===== src/rtl/edu_token_scanner.sv =====
// ---------------------------------------------------------------------------
// edu_token_scanner
//
// Purpose:
//   Captures a NUM_ROW x NUM_COL grid of ESM-head flags (minus flagged-out
//   qubits) on a load request and emits their (row, column) coordinates as
//   tokens in row-major order over a valid/ready handshake. In "all" mode
//   every set bit becomes a token. Otherwise only the first set bit of each
//   row becomes a token, and accepting it retires the whole row.
//
// Ports:
//   clk          in   single clock, rising edge
//   rst_n        in   synchronous active-low reset
//   load         in   capture request, honoured only in IDLE
//   mode_all     in   1 = every bit, 0 = first bit per row (captured with load)
//   esmhead      in   NUM_ROW*NUM_COL flags, row r col c at bit r*NUM_COL+c
//   flag_out     in   NUM_ROW*NUM_COL flagged-out qubits, same packing
//   token_valid  out  token_row/token_col hold a valid token
//   token_ready  in   consumer accepts the token when high with token_valid
//   token_row    out  row of the current token (0 when no token)
//   token_col    out  column of the current token (0 when no token)
//   busy         out  high in SCAN and DONE
//   done         out  one-cycle pulse once every token of the load is taken
//   token_cnt    out  tokens accepted since the last accepted load
// ---------------------------------------------------------------------------
module edu_token_scanner #(
    parameter int NUM_ROW    = 4,
    parameter int NUM_COL    = 8,
    parameter int ROWADDR_BW = 2,
    parameter int COLADDR_BW = 3
) (
    input  logic                               clk,
    input  logic                               rst_n,
    input  logic                               load,
    input  logic                               mode_all,
    input  logic [NUM_ROW*NUM_COL-1:0]         esmhead,
    input  logic [NUM_ROW*NUM_COL-1:0]         flag_out,
    output logic                               token_valid,
    input  logic                               token_ready,
    output logic [ROWADDR_BW-1:0]              token_row,
    output logic [COLADDR_BW-1:0]              token_col,
    output logic                               busy,
    output logic                               done,
    output logic [ROWADDR_BW+COLADDR_BW:0]     token_cnt
);

    localparam int NUM_BIT = NUM_ROW * NUM_COL;
    localparam int CNT_BW  = ROWADDR_BW + COLADDR_BW + 1;

    typedef enum logic [1:0] {
        ST_IDLE = 2'd0,
        ST_SCAN = 2'd1,
        ST_DONE = 2'd2
    } state_t;

    state_t             state;
    logic [NUM_BIT-1:0] mask;
    logic               mode_reg;

    logic                  found;
    logic [ROWADDR_BW-1:0] sel_row;
    logic [COLADDR_BW-1:0] sel_col;
    logic [NUM_BIT-1:0]    clr_mask;
    logic [NUM_BIT-1:0]    mask_after;
    logic                  accept;

    // Row-major priority encoder over the registered mask: the first set bit
    // met while walking rows then columns upward wins.
    always_comb begin
        // NOTE: every always_comb output gets a default first so no path
        // leaves it unassigned and a latch is never inferred.
        found   = 1'b0;
        sel_row = '0;
        sel_col = '0;
        for (int r = 0; r < NUM_ROW; r++) begin
            for (int c = 0; c < NUM_COL; c++) begin
                if (!found && mask[r*NUM_COL + c]) begin
                    found   = 1'b1;
                    sel_row = ROWADDR_BW'(r);
                    sel_col = COLADDR_BW'(c);
                end
            end
        end
    end

    // The mask is only ever nonzero in SCAN; qualifying with the state keeps
    // that invariant explicit at the output.
    assign token_valid = (state == ST_SCAN) && found;
    assign token_row   = token_valid ? sel_row : '0;
    assign token_col   = token_valid ? sel_col : '0;
    assign accept      = token_valid && token_ready;

    // Bits retired by an accept: just the emitted bit in "all" mode, the
    // emitted bit's whole row in first-per-row mode.
    always_comb begin
        clr_mask = '0;
        for (int r = 0; r < NUM_ROW; r++) begin
            for (int c = 0; c < NUM_COL; c++) begin
                if (ROWADDR_BW'(r) == sel_row &&
                    (!mode_reg || COLADDR_BW'(c) == sel_col)) begin
                    clr_mask[r*NUM_COL + c] = 1'b1;
                end
            end
        end
    end

    assign mask_after = accept ? (mask & ~clr_mask) : mask;

    always_ff @(posedge clk) begin
        // NOTE: state registers use non-blocking assignments so every flop
        // samples pre-edge values regardless of statement order.
        if (!rst_n) begin
            state     <= ST_IDLE;
            mask      <= '0;
            mode_reg  <= 1'b0;
            token_cnt <= '0;
            busy      <= 1'b0;
            done      <= 1'b0;
        end else begin
            case (state)
                ST_IDLE: begin
                    done <= 1'b0;
                    if (load) begin
                        mask      <= esmhead & ~flag_out;
                        mode_reg  <= mode_all;
                        token_cnt <= '0;
                        state     <= ST_SCAN;
                        busy      <= 1'b1;
                    end
                end
                ST_SCAN: begin
                    mask <= mask_after;
                    if (accept) begin
                        token_cnt <= token_cnt + CNT_BW'(1);
                    end
                    // Leave as soon as nothing remains: covers an empty
                    // capture and the cycle of the final accept alike.
                    if (mask_after == '0) begin
                        state <= ST_DONE;
                        done  <= 1'b1;
                    end
                end
                ST_DONE: begin
                    state <= ST_IDLE;
                    busy  <= 1'b0;
                    done  <= 1'b0;
                end
                default: begin
                    state <= ST_IDLE;
                    mask  <= '0;
                    busy  <= 1'b0;
                    done  <= 1'b0;
                end
            endcase
        end
    end

endmodule


===== config.mk =====
export PLATFORM = sky130hd
export DESIGN_NAME = edu_token_scanner
export DESIGN_NICKNAME = d
export VERILOG_FILES = /design/src/rtl/edu_token_scanner.sv
export SDC_FILE = /design/constraint.sdc
export NUM_CORES = 1
export LEC_CHECK = 0
export CORE_MARGIN = 8
export CORE_UTILIZATION = 45
export CTS_CLUSTER_DIAMETER = 40
export DETAILED_ROUTE_END_ITERATION = 8
export PLACE_DENSITY_LB_ADDON = 0.1
export SYNTH_ARGS = -nofsm -noshare
export SYNTH_HDL_FRONTEND = slang
export SYNTH_SLANG_ARGS = --single-unit

===== constraint.sdc =====
create_clock -name clk -period 9.75 [get_ports clk]
set_input_delay 1.95 -clock clk [delete_from_list [all_inputs] [get_ports clk]]
set_output_delay 1.95 -clock clk [all_outputs]
set_load 0.05 [all_outputs]

==> results by group <==
Clock network
  – TritonCTS clock tree: done
  – Root buffer cell: clkbuf_8
  – Htree depth: 2
  – Worst skew pair latency: roughly 0.3 ns
  – Clock sink count: 43
  – Max Root-Sink Buffers: 2
  – Hold-fix buffers at CTS: 0
  – Clk pin slew, worst setup/hold paths: 0.10 ns
  – Post-cts resize count: 0
  – Setup bufs post-CTS: 0
  – Num CTS Buffers: 5

Finish
  – Biggest register: mask
  – N_diodes: 0
  – Layout cells sized above 1: approximately 6.2%
  – Max FFs per register: 32
  – Area growth, synth to finish: 31.0%
  – Final core utilization: between 50% and 60%
  – Final Non-Filler Cells: between 600 and 700
  – Top flop regs: mask x32, token_cnt x6, state x2
  – Layout net count: ~580

Floorplanning
  – Ports: 83
  – Row Count: 31
  – Initial core utilization: 45.7%
  – Die Y-Extent: approximately 100 um
  – Core ar.: 7140 um^2
  – Die area: 10200 um^2
  – Die Wd: just over 100 um

Timing
  – Final Max Tran Viols: 0
  – Fin crit share: between 50% and 60%
  – Setup Total Neg Slack: 0 ns
  – Final setup viols: 0
  – Clk_skew: ~0.008 ns
  – Hold Fails Final Rpt: 0
  – Max Clk Rate: 178 MHz
  – Crit path time final: approximately 5.6 ns
  – Slew headroom: 20.5%
  – Final worst setup slack: about 4.1 ns
  – RSZ-0062 raised after global routing: false
  – Worst slew pin tran: about 1.2 ns

Routing
  – Via count: between 3000 and 4000
  – Drt pass-1 iters: 5
  – DRC: 0
  – Vias/cell: between 6 and 7
  – ANT nets after route: 0
  – Routed wire length: 13200 um
  – Routed length per instance: ~22 um
  – Drt initial violations: approximately 330

Worst setup path
  – Worst reg2reg setup slack: roughly 5.6 ns
  – Reg2reg path depth: 10
  – Reg2reg end: done
  – CP endpoint kind: output pin
  – Critical-path cell list: nor4_2 > nand2_1 > or4_2 > nand3_1 > nor2b_1 > clkdlybuf4s50_1
  – Crit-path slowest cell: or4_2
  – Crit path max fanout: 8
  – Reg2Reg Launch Point: mask[20]
  – WP data arrival: between 3 and 4 ns
  – Critical Path Max Stage Delay: just over 0.8 ns
  – Crit path launch type: register
  – Worst EP required: 7.80 ns
  – Critical path type: register to output pin

Global route
  – First-pass GRT wire length: 20900 um
  – Met1 usage: about a third
  – Largest net degree at the start of global routing: 41
  – Vias in the first global route: 3768
  – Met2 Usage GRT: a little over two fifths
  – Gr usage total: a little over a quarter
  – Initial antenna violation count: 0
  – Grt peak-use layer: met2
  – GR Overflow Total: 0
  – M3 GR Usage: 4.77%

Power and ir drop
  – P per Cell Area: roughly 150 nW/um^2
  – Sequential fraction of design power: around 33%
  – Final total power: between 0.6 and 0.7 mW
  – P_int: roughly 0.36 mW
  – Sw Ratio: 41.9%
  – Net Sw Power: about 0.26 mW
  – Clk pwr share: 24.5%
  – Leakage: ~1.5 nW
  – VDD IR max: 0.102 mV
  – Comb power frac: between 40% and 50%

Synth
  – Warnings from Yosys: 0
  – Async S/R FF share, synth: 0%
  – Post-synth EDFFs: 0
  – Cells after Synth: about 440
  – Main synth FF type: dfxtp_1
  – Post-Syn Nets: 509
  – Number of library cell types mapped by synthesis: 69
  – Mean Syn Cell Area: 7.43 um^2
  – Seq/Total Area, Yosys: about a quarter
  – Seq cells post-synth: 43
  – Mapped Area: about 3300 um^2

Place
  – Port bufs: between 80 and 90
  – Dpl hpwl: 10300 um
  – # placed instances: 605
  – Post-placement setup slack: about 4.2 ns
  – Routability Congestion: between 0.9 and 1

Hold path
  – Hold Path Class: register to register
  – Worst Hold Depth: 2
  – Hold Startpoint: done
  – Hold Path Sink: done

Run
  – MaxCap Viol Count: 0

Outcome
  – Status: finished clean
[critical path: cells and delay by family (launching register included)]
kind                   cells  cell delay [ns]
flip-flops                 1             0.42
buffers and inverters      1             0.81
AND/OR/NAND/NOR            5             2.13
[per-layer routing]
metal	vias up	part of all wire (%)
met5	-	0
met4	0	2.6
met3	23	7.1
met2	179	47
met1	1820	43
li1	1791	-
[cell families (layout without fill, tap and decap cells)]
group | after synthesis | in the layout | synth area share [%]
mux | 2 | 2 | 0.652
flops | 43 | 43 | 26.4
fa+ha+maj | 1 | 1 | 0.384
xor+xnor | 4 | 4 | 1.07
simple gates | 190 | 190 | 33.0
buf+inv | 39 | 114 | 4.72
compound gates | 160 | 160 | 33.8
[stage by stage]
step	area, um^2	hold slack (ns)
detailed placement	4160	0.474
floorplan	3260	0.482
global placement	4160	0.461
global route	4270	0.509
CTS	4270	0.494
finish	4270	0.487
[final cells by class]
class                      count  area (um^2)
fill                         693         2870
timing repair buffer          86          851
multi-input combinational    357         2250
clock buffer                   5         68.8
inverter                      20         75.1
tap                           99          124
sequential                    43          861
clock inverter                 3         46.3
[cell usage after synthesis, drive strengths merged, types with 3 or more instances]
cell type / count / area share [%]
a22oi: 10 / 2.3
nor2b: 19 / 3.6
a31oi: 6 / 1.2
nand2: 33 / 3.8
o211a: 3 / 0.92
a21oi: 22 / 3.5
nor2: 53 / 6.1
dfxtp: 43 / 26
o211ai: 6 / 1.4
a22o: 4 / 1.1
o31ai: 6 / 1.5
xor2: 3 / 0.81
clkbuf: 18 / 2.1
nand3b: 17 / 3.9
nor4: 10 / 3.2
nor3: 8 / 1.5
or4: 8 / 2.2
a211oi: 4 / 0.92
nand2b: 5 / 0.96
a21boi: 18 / 4.1
and2: 10 / 2.0
inv: 19 / 2.2
o21a: 5 / 1.2
nand4: 8 / 1.7
a32oi: 4 / 1.1
o21ai: 45 / 6.9
nand3: 11 / 1.7
[power groups by stage]
stage	logic, mW	clock network [mW]	registers, mW
floorplan	0.163	0	0.202
global placement	0.258	0	0.207
detailed placement	0.257	0	0.207
CTS	0.258	0.151	0.203
global route	0.280	0.161	0.206
finish	0.264	0.152	0.204
[worst max path at each step]
| stage | start | endpoint | cells after the start |
|---|---|---|---|
| floorplan | mask[8] | token_col[0] | 6 |
| global placement | token_ready | done | 11 |
| detailed placement | token_ready | done | 10 |
| CTS | mask[6] | token_col[0] | 6 |
| global route | mask[20] | token_col[0] | 7 |
| finish | mask[6] | token_col[0] | 6 |
[placed cells by master (no fill, tap or decap), drive strengths merged, types with 3 or more instances in the layout]
master          n
a211oi          4
a21boi         18
a21oi          22
a22o            4
a22oi          10
a31oi           6
a32oi           4
and2           10
buf             4
clkbuf          5
clkdlybuf4s50  82
dfxtp          43
inv            20
nand2          33
nand2b          5
nand3          11
nand3b         17
nand4           8
nor2           53
nor2b          19
nor3            8
nor4           10
o211a           3
o211ai          6
o21a            5
o21ai          45
o31ai           6
or4             8
xor2            3
Note: power is estimated with default switching activity, not from simulation.
